### config.mk
export PLATFORM = sky130hd
export DESIGN_NAME = bpred_update_sched
export DESIGN_NICKNAME = d
export VERILOG_FILES = /design/src/rtl/bpred_pkg.sv /design/src/rtl/bpred_upd_fifo.sv /design/src/rtl/bpred_update_sched.sv
export SDC_FILE = /design/constraint.sdc
export NUM_CORES = 1
export LEC_CHECK = 0
export CAP_MARGIN = 0
export CORE_ASPECT_RATIO = 1.2
export CORE_UTILIZATION = 57
export CTS_CLUSTER_DIAMETER = 40
export DETAILED_ROUTE_END_ITERATION = 10
export GPL_TIMING_DRIVEN = 0
export MAX_ROUTING_LAYER = met4
export PLACE_DENSITY = 0.84
export SLEW_MARGIN = 0
export SYNTH_ARGS = -nofsm -noshare
export SYNTH_HDL_FRONTEND = slang
export SYNTH_SLANG_ARGS = --single-unit
export TNS_END_PERCENT = 1
### constraint.sdc
create_clock -name clk -period 3.26 [get_ports clk]
set_input_delay 0.489 -clock clk [delete_from_list [all_inputs] [get_ports clk]]
set_output_delay 0.489 -clock clk [all_outputs]
set_load 0.02 [all_outputs]
### src/rtl/bpred_pkg.sv
// Shared types and helpers for the branch-predictor counter table scheduler.
package bpred_pkg;

  localparam int IDX_W_DEF = 10;
  localparam int CTR_W_DEF = 2;
  localparam int CTR_MAX_W = 8;

  typedef enum logic [1:0] {
    INIT   = 2'd0,
    IDLE   = 2'd1,
    UPD_WR = 2'd2
  } state_t;

  typedef struct packed {
    logic [IDX_W_DEF-1:0] idx;
    logic                 taken;
  } upd_entry_t;

  // Counter width is carried by max_v so one helper serves any CTR_W up to CTR_MAX_W.
  function automatic logic [CTR_MAX_W-1:0] sat_inc(input logic [CTR_MAX_W-1:0] v,
                                                   input logic [CTR_MAX_W-1:0] max_v);
    if (v >= max_v) return max_v;
    else return v + 8'd1;
  endfunction

  function automatic logic [CTR_MAX_W-1:0] sat_dec(input logic [CTR_MAX_W-1:0] v);
    if (v == 8'd0) return 8'd0;
    else return v - 8'd1;
  endfunction

endpackage

### src/rtl/bpred_upd_fifo.sv
// Small synchronous FIFO holding resolved branch outcomes awaiting their read-modify-write.
module bpred_upd_fifo #(
  parameter int W     = 11,
  parameter int DEPTH = 4
) (
  input  logic                       clk,
  input  logic                       rst_n,
  input  logic                       push,
  input  logic                       pop,
  input  logic [W-1:0]               din,
  output logic [W-1:0]               dout,
  output logic [$clog2(DEPTH):0]     count,
  output logic                       full,
  output logic                       empty
);
  localparam int PW = $clog2(DEPTH);

  logic [W-1:0]  mem_r [DEPTH];
  logic [PW-1:0] wr_ptr_r;
  logic [PW-1:0] rd_ptr_r;
  logic [PW:0]   count_r;
  logic          push_s;
  logic          pop_s;

  assign full   = (count_r == (PW+1)'(DEPTH));
  assign empty  = (count_r == {(PW+1){1'b0}});
  assign push_s = push && !full;
  assign pop_s  = pop && !empty;
  assign dout   = mem_r[rd_ptr_r];
  assign count  = count_r;

  // Entry storage; contents are meaningless until pushed, so no reset.
  always_ff @(posedge clk) begin
    if (push_s) mem_r[wr_ptr_r] <= din;
  end

  // Pointers wrap naturally because DEPTH is a power of two.
  always_ff @(posedge clk or negedge rst_n) begin
    if (!rst_n) begin
      wr_ptr_r <= {PW{1'b0}};
      rd_ptr_r <= {PW{1'b0}};
      count_r  <= {(PW+1){1'b0}};
    end else begin
      if (push_s) wr_ptr_r <= wr_ptr_r + PW'(1);
      if (pop_s)  rd_ptr_r <= rd_ptr_r + PW'(1);
      case ({push_s, pop_s})
        2'b10:   count_r <= count_r + (PW+1)'(1);
        2'b01:   count_r <= count_r - (PW+1)'(1);
        default: count_r <= count_r;
      endcase
    end
  end

endmodule

### src/rtl/bpred_update_sched.sv
// Owns the single counter-table port: init sweep, lookup grants and queued saturating RMW updates.
module bpred_update_sched
  import bpred_pkg::*;
#(
  parameter int IDX_W    = IDX_W_DEF,
  parameter int CTR_W    = CTR_W_DEF,
  parameter int DEPTH    = 4,
  parameter int INIT_VAL = 1
) (
  input  logic             clk,
  input  logic             rst_n,
  input  logic             lookup_valid,
  input  logic [IDX_W-1:0] lookup_idx,
  output logic             lookup_grant,
  input  logic             upd_valid,
  input  logic [IDX_W-1:0] upd_idx,
  input  logic             upd_taken,
  output logic             upd_ready,
  output logic             tbl_en,
  output logic             tbl_we,
  output logic [IDX_W-1:0] tbl_addr,
  output logic [CTR_W-1:0] tbl_wdata,
  input  logic [CTR_W-1:0] tbl_rdata,
  output logic             init_done,
  output logic             busy
);
  localparam int                   CNT_W     = $clog2(DEPTH) + 1;
  localparam logic [CTR_MAX_W-1:0] CTR_MAX_V = CTR_MAX_W'((1 << CTR_W) - 1);
  localparam logic [CTR_W-1:0]     INIT_V    = CTR_W'(INIT_VAL);
  localparam logic [IDX_W-1:0]     LAST_ADDR = {IDX_W{1'b1}};

  typedef struct packed {
    logic [IDX_W-1:0] idx;
    logic             taken;
  } entry_t;

  state_t           state_r;
  logic [IDX_W-1:0] init_addr_r;
  logic             init_done_r;
  entry_t           push_s;
  entry_t           head_s;
  logic [CNT_W-1:0] count_s;
  logic             full_s;
  logic             empty_s;
  logic             push_en_s;
  logic             pop_s;
  logic             issue_s;
  logic             grant_s;
  logic             en_s;
  logic             we_s;
  logic [IDX_W-1:0] addr_s;
  logic [CTR_W-1:0] wdata_s;

  assign upd_ready = init_done_r && (count_s < CNT_W'(DEPTH));
  assign push_en_s = upd_valid && upd_ready;
  assign push_s    = '{idx: upd_idx, taken: upd_taken};

  bpred_upd_fifo #(.W($bits(entry_t)), .DEPTH(DEPTH)) u_fifo (
    .clk   (clk),
    .rst_n (rst_n),
    .push  (push_en_s),
    .pop   (pop_s),
    .din   (push_s),
    .dout  (head_s),
    .count (count_s),
    .full  (full_s),
    .empty (empty_s)
  );

  // Port arbitration: a full queue beats lookups, otherwise lookups beat pending updates.
  always_comb begin
    grant_s = 1'b0;
    en_s    = 1'b0;
    we_s    = 1'b0;
    addr_s  = {IDX_W{1'b0}};
    wdata_s = {CTR_W{1'b0}};
    issue_s = 1'b0;
    pop_s   = 1'b0;
    case (state_r)
      INIT: begin
        en_s    = 1'b1;
        we_s    = 1'b1;
        addr_s  = init_addr_r;
        wdata_s = INIT_V;
      end
      IDLE: begin
        if (full_s || (!lookup_valid && !empty_s)) begin
          issue_s = 1'b1;
          en_s    = 1'b1;
          addr_s  = head_s.idx;
        end else if (lookup_valid) begin
          grant_s = 1'b1;
          en_s    = 1'b1;
          addr_s  = lookup_idx;
        end else begin
          en_s = 1'b0;
        end
      end
      UPD_WR: begin
        en_s   = 1'b1;
        we_s   = 1'b1;
        addr_s = head_s.idx;
        pop_s  = 1'b1;
        if (head_s.taken) wdata_s = CTR_W'(sat_inc(CTR_MAX_W'(tbl_rdata), CTR_MAX_V));
        else wdata_s = CTR_W'(sat_dec(CTR_MAX_W'(tbl_rdata)));
      end
      default: begin
        en_s = 1'b0;
      end
    endcase
  end

  // Reset silences the port immediately, abandoning any in-flight write.
  assign tbl_en       = en_s && rst_n;
  assign tbl_we       = we_s && rst_n;
  assign lookup_grant = grant_s && rst_n;
  assign tbl_addr     = addr_s;
  assign tbl_wdata    = wdata_s;
  assign init_done    = init_done_r;
  assign busy         = (state_r != IDLE) || !empty_s;

  // Scheduler FSM with init sweep counter and sticky init_done.
  always_ff @(posedge clk or negedge rst_n) begin
    if (!rst_n) begin
      state_r     <= INIT;
      init_addr_r <= {IDX_W{1'b0}};
      init_done_r <= 1'b0;
    end else begin
      case (state_r)
        INIT: begin
          init_addr_r <= init_addr_r + IDX_W'(1);
          if (init_addr_r == LAST_ADDR) begin
            state_r     <= IDLE;
            init_done_r <= 1'b1;
          end else begin
            state_r <= INIT;
          end
        end
        IDLE: begin
          if (issue_s) state_r <= UPD_WR;
          else state_r <= IDLE;
        end
        UPD_WR:  state_r <= IDLE;
        default: state_r <= INIT;
      endcase
    end
  end

endmodule

==> results of run 1 <==
## placed cells by master, fill, tap and decap left out, types with 2 or more instances in the layout
cell type	n
a21o_1	10
a21oi_1	2
a22o_1	8
and2_1	2
and3_1	7
buf_2	2
clkbuf_1	6
clkbuf_8	11
clkdlybuf4s50_1	44
dfrtp_1	20
edfxtp_1	44
ha_1	6
inv_1	6
mux4_2	11
nand2_1	8
nand2b_1	2
nand3_1	3
nor2_1	6
nor2b_1	2
o21ai_0	4
xnor2_1	10
xor2_1	5
## report_power, final
group	switching, mW	leakage, nW	total [mW]	internal, mW
Sequential	0	0.649	0.870	0.870
Clock	0.265	0.0850	0.584	0.320
Combinational	0.0194	0.631	0.0507	0.0313
Total	0.284	1.37	1.51	1.22
## metrics by stage
| stage | setup slack (ps) | utilization, % |
|---|---|---|
| final | 155 | 74.9 |
| after global routing | 7.74 | 74.9 |
| after CTS | 119 | 74.9 |
| after detailed placement | 248 | 71.3 |
| after global placement | 280 | 71.3 |
| after floorplan | 1240 | - |
## worst max-delay path, cell delays in order, from the launching register on
cell and delay [ps]:
dfrtp_1 450, or3b_1 410, o21a_1 160, o21ai_2 430
a221o_1 230, clkdlybuf4s50_1 600
## final timing paths
check,start,to,slack (ps),cells after the start
max,u_fifo.count[0]$_DFFE_PN0P_,tbl_addr[2],150,5
min,init_addr_r[2]$_DFFE_PN0P_,init_addr_r[2]$_DFFE_PN0P_,480,1
max reg2reg,state_r[0]$_DFF_PN0_,u_fifo.count[2]$_DFFE_PN0P_,1040,8
min reg2reg,init_addr_r[2]$_DFFE_PN0P_,init_addr_r[2]$_DFFE_PN0P_,480,1
max in group asynchronous,rst_n,init_addr_r[3]$_DFFE_PN0P_,1980,1
min in group asynchronous,rst_n,u_fifo.count[0]$_DFFE_PN0P_,690,1
## cell families after synthesis
family | Yosys count
xor gates and xnor gates | 15
and+or+nand+nor | 38
muxes | 13
adders and majority gates | 7
AOI/OAI and AO/OA | 30
buffers and inverters | 11
DFF | 64
## routing by layer
| layer | GRT usage (%) | part of all wire [%] | vias to the layer above |
|---|---|---|---|
| li1 | - | - | 795 |
| met3 | 6.75 | 4.2 | 9 |
| met5 | - | 0 | - |
| met1 | 29.4 | 40 | 845 |
| met4 | 8.94 | 2.3 | 0 |
| met2 | 39.5 | 53 | 44 |
## cell type report
type	count	area, um^2	share of cell area (%)
sequential	64	1820	52.1
multi-input combinational	103	937	26.8
clock buffer	16	170	4.87
timing repair buffer	44	440	12.6
inverter	6	22.5	0.645
tap	58	72.6	2.08
buffer	5	28.8	0.824
## state kept, by name (all words and copies together), names as in the netlist
signal and cells:
u_fifo.count 3, u_fifo.rd_ptr_r 2, u_fifo.mem_r 44, u_fifo.wr_ptr_r 2, state_r 2, init_done 1, init_addr_r 10
==> run_results.csv, run 1 <==
group,metric,value,unit
drt,drc,0,
floorplan,core-area,0.00466,mm^2
timing,worst_pin_slew,960,ps
finish,num_antenna_cells,0,
drt,ant_nets,0,
clocking,cts_tree,"yes",
floorplan,start_util,60.3,%
place,place_area,0.00332,mm^2
floorplan,dieHeight,78.9,um
grt,grt_max_degree,24,
timing,rsz0062_at_grt,"no",
yosys,synth.largest_area_cell,"edfxtp_1",
clocking,cts_inserted_buffers,9,
pwr,p_per_area,431,mW/mm^2
yosys,synth.avg_cell_area,15.8,um^2
yosys,synth_cell_type_count,39,
pwr,ir_worst_vdd,504,uV
timing,finalSetupViolCount,0,
timing,finalCriticalPeriod,3110,ps
setup_path,critPathLaunchType,"flip-flop",
drt,drtIter0Drc,126,
yosys,synthCells,178,
clocking,hold_buffers,0,
timing,final-max-slew-violation-count,0,
yosys,ys_seq_area_share,64.8,%
timing,tns,0,ps
clocking,path_clk_slew,60,ps
pwr,p_total,1.51,mW
floorplan,rows,27,
grt,track_usage,24.5,%
yosys,yosys_register_bits,64,
job,maxCapViolCount,0,
yosys,syn_nets,212,
clocking,root_buffer,"clkbuf_8",
yosys,synth_area,0.00281,mm^2
yosys,yosys-mux-area-fraction,9.57,%
clocking,cts.sinks,64,
yosys,synth_edf_count,44,
yosys,synth-xor-area-share,4.67,%
timing,slew_headroom,35.8,%
place,hpwl,3.78,mm
setup_path,cp_data_arrival_time,2620,ps
timing,hold_ws,483,ps
pwr,p_leak,1.37,nW
yosys,synth_compound_area_share,8.15,%
place,port_buffers,44,
timing,hold_violations,0,
finish,n_fill_cell,309,
timing,fin_crit_sh,95.3,%
finish,finish.instance_area,0.00349,mm^2
finish,area_growth,24.3,%
yosys,yosys.area_share.adder,3.38,%
yosys,netlist_top_cells_area,"edfxtp_1, dfrtp_1, mux4_2",
clocking,cts_buffer_depth,2,
drt,wl_per_cell,18.4,um
yosys,synth_warnings,0,
floorplan,die-area,0.00522,mm^2
finish,fin_cells,296,
yosys,synth_top_area_share,47.0,%
floorplan,num_io_pins,45,
drt,vias,1693,
yosys,synth.most_common_cell,"edfxtp_1",
setup_path,critPathRequiredTime,2770,ps
yosys,synth_top_family_by_area,"multiplexers",
place,gp_congestion,0.768,
clocking,h-tree-depth,3,
finish,drive_above_1_share,13.4,%
grt,grt_pass1_wl,8.79,mm
timing,fmaxAchievable,322,MHz
place,dp.cells,280,
setup_path,worstPathMaxFanout,10,
drt,wirelength,5.44,mm
timing,fin_worst_skew,5.54,ps
yosys,synthSimpleGateAreaFrac,7.57,%
clocking,cts.repair.resized,0,
clocking,cts_setup_buffers,0,
drt,post_drt_via_cell_ratio,5.72,
finish,nNetsFinal,267,
clocking,clk_latency,330,ps
grt,antenna_found_initial,0,
yosys,synthArstFlopShare,31.3,%
floorplan,die_x,66.1,um
worst_hold_path,hp-class,"reg2reg",
setup_path,timing_worst_setup_path_type,"reg2out",
run_status,status,"complete, no violations",
drt,first_pass_iters,4,
setup_path,crit_path_end_kind,"output port",
grt,first_global_vias,1868,
yosys,ys.flop_type,"edfxtp_1",
yosys,synth_common_cells,"edfxtp_1, dfrtp_1, mux4_2",
grt,overflow,0,
No activity file was read; power rests on OpenSTA's default activity.
==> run 2, diff against run 1 <==
- CORE_ASPECT_RATIO: 1.2 -> 1.4
==> run_results.csv, run 2 (synthesized netlist as in run 1, its figures left out) <==
group,metric,value,unit
clocking,h-tree-depth,3,
finish,num_antenna_cells,0,
grt,grtUsageMet1,26.9,%
grt,grt_max_degree,24,
grt,track_usage,24.9,%
setup_path,critPathLaunchType,"flip-flop",
pwr,p_per_area,425,mW/mm^2
pwr,ir_worst_vdd,357,uV
finish,drive_above_1_share,14.7,%
clocking,cts.repair.resized,0,
grt,grtUsageMet3,7.62,%
drt,wirelength,5.38,mm
setup_path,crit_path_end_kind,"output port",
grt,overflow,0,
floorplan,dieHeight,85.1,um
worst_hold_path,worstHoldStart,"init_addr_r[2]$_DFFE_PN0P_",
clocking,clk_latency,340,ps
timing,finalSetupViolCount,0,
floorplan,die_x,61.3,um
timing,fin_worst_skew,6.58,ps
finish,n_fill_cell,312,
drt,wl_per_cell,17.9,um
setup_path,worstPathMaxFanout,10,
pwr,p_total,1.48,mW
finish,largest_reg_flops,44,
clocking,root_buffer,"clkbuf_8",
setup_path,startpoint,"u_fifo.count[0]$_DFFE_PN0P_",
setup_path,max_stage_delay,590,ps
clocking,cts_buffer_depth,2,
clocking,cts_setup_buffers,0,
finish,final_cell_mix,"clkdlybuf4s50_1, edfxtp_1, dfrtp_1, mux4_2",
grt,first_global_vias,1895,
finish,nNetsFinal,267,
timing,fin_crit_sh,94.5,%
clocking,cts_tree,"yes",
setup_path,worstPathCellList,"or3b_1 -> o21a_1 -> o21ai_2 -> a221o_1 -> clkdlybuf4s50_1",
setup_path,path_delay_family,"compound AO/OA/AOI/OAI gates",
pwr,p_leak,1.36,nW
setup_path,critPathRequiredTime,2770,ps
timing,rsz0062_at_grt,"no",
clocking,path_clk_slew,70,ps
floorplan,start_util,60.5,%
place,place_area,0.00333,mm^2
setup_path,cp_slowest_cell,"clkdlybuf4s50_1",
grt,grt_pass1_wl,8.61,mm
finish,area_growth,24.3,%
clocking,cts_inserted_buffers,9,
worst_hold_path,hp-class,"reg2reg",
drt,post_drt_via_cell_ratio,5.67,
floorplan,die-area,0.00522,mm^2
timing,hold_violations,0,
timing,slew_headroom,36.3,%
setup_path,cp_data_arrival_time,2590,ps
grt,grt-busiest-layer,"met2",
floorplan,num_io_pins,45,
setup_path,timing_worst_setup_path_type,"reg2out",
timing,final-max-slew-violation-count,0,
grt,grt_util_met2,40.0,%
drt,first_pass_iters,4,
job,maxCapViolCount,0,
finish,finish.instance_area,0.00349,mm^2
timing,tns,0,ps
floorplan,core-area,0.00464,mm^2
clocking,cts.sinks,64,
timing,finalCriticalPeriod,3080,ps
finish,multi_input_area,937,um^2
run_status,status,"complete, no violations",
floorplan,rows,29,
setup_path,r2r-start,"state_r[0]$_DFF_PN0_",
drt,vias,1702,
place,port_buffers,44,
drt,ant_nets,0,
setup_path,crit_buf_inv,1,
timing,worst_pin_slew,953,ps
place,hpwl,3.81,mm
drt,drc,0,
drt,drtIter0Drc,66,
finish,regMostFlops,"u_fifo.mem_r",
grt,antenna_found_initial,0,
finish,regArea,0.00182,mm^2
place,gp_congestion,0.813,
timing,fmaxAchievable,324,MHz
clocking,hold_buffers,0,
## run 2: cell count changes in the layout (fill, tap and decap cells not counted), sizes merged
cell | before | now
clkbuf | 17 | 12
clkinv | 0 | 3
clkinvlp | 0 | 2
## run 2: metrics by stage
step	cells	worst slack [ps]	util, %	hold slack, ps
2_1_floorplan	178	1240	-	193
3_3_place_gp	284	290	71.7	453
3_5_place_dp	284	242	71.7	462
4_1_cts	300	156	75.2	471
5_1_grt	300	71.8	75.2	492
6_report	300	178	75.2	474
## run 2: worst paths after layout
kind / end / slack (ps) / depth (start not counted)
worst max-delay path: tbl_addr[2] / 180 / 5
worst min-delay path: init_addr_r[2]$_DFFE_PN0P_ / 470 / 1
worst max register to register: u_fifo.count[2]$_DFFE_PN0P_ / 1030 / 8
worst min register to register: init_addr_r[2]$_DFFE_PN0P_ / 470 / 1
max in group asynchronous: init_addr_r[7]$_DFFE_PN0P_ / 1990 / 1
min in group asynchronous: u_fifo.rd_ptr_r[0]$_DFFE_PN0P_ / 680 / 1
## run 2: layout make-up
| class | instances | share of cell area, % |
|---|---|---|
| Sequential cell | 64 | 52.1 |
| Multi-Input combinational cell | 103 | 26.8 |
| Timing Repair Buffer | 44 | 12.6 |
| Clock buffer | 11 | 3.76 |
| Tap cell | 62 | 2.22 |
| Clock inverter | 5 | 0.967 |
| Buffer | 5 | 0.824 |
| Inverter | 6 | 0.645 |
## run 2: routing by layer
layer / vias to the layer above / part of all wire, %
met3: 15 / 5.6
met2: 53 / 54
met1: 846 / 37
met4: 0 / 3.0
li1: 788 / -
met5: - / 0
## run 2: worst register-to-register path, cell delays in order, from the launching register on
cell      delay (ps)
dfrtp_1          460
nand2b_1         240
nor2_1           310
ha_1             250
inv_1             70
fa_1             380
xor2_1           150
nor2_1           120
xor2_1           180
## run 2: report_power, final
part,internal (mW),switching (mW)
logic,0.0313,0.0189
clock network,0.274,0.289
registers,0.870,0
==> run 3, diff against run 2 <==
--- a/config.mk
+++ b/config.mk
@@ -10,4 +10,5 @@
 export CORE_UTILIZATION = 57
 export CTS_CLUSTER_DIAMETER = 40
+export CTS_CLUSTER_SIZE = 16
 export DETAILED_ROUTE_END_ITERATION = 10
 export GPL_TIMING_DRIVEN = 0
==> constraint.sdc (replaced) <==
create_clock -name clk -period 3.26 [get_ports clk]
set_input_delay 0.489 -clock clk [delete_from_list [all_inputs] [get_ports clk]]
set_output_delay 0.489 -clock clk [all_outputs]
set_load 0.01 [all_outputs]
==> results of run 3 <==
The final DEF is identical to that of run 2. Status: complete, no violations.
Main changes from that run: setup slack after placement 242 ps -> 310 ps; setup slack after layout 178 ps -> 246 ps
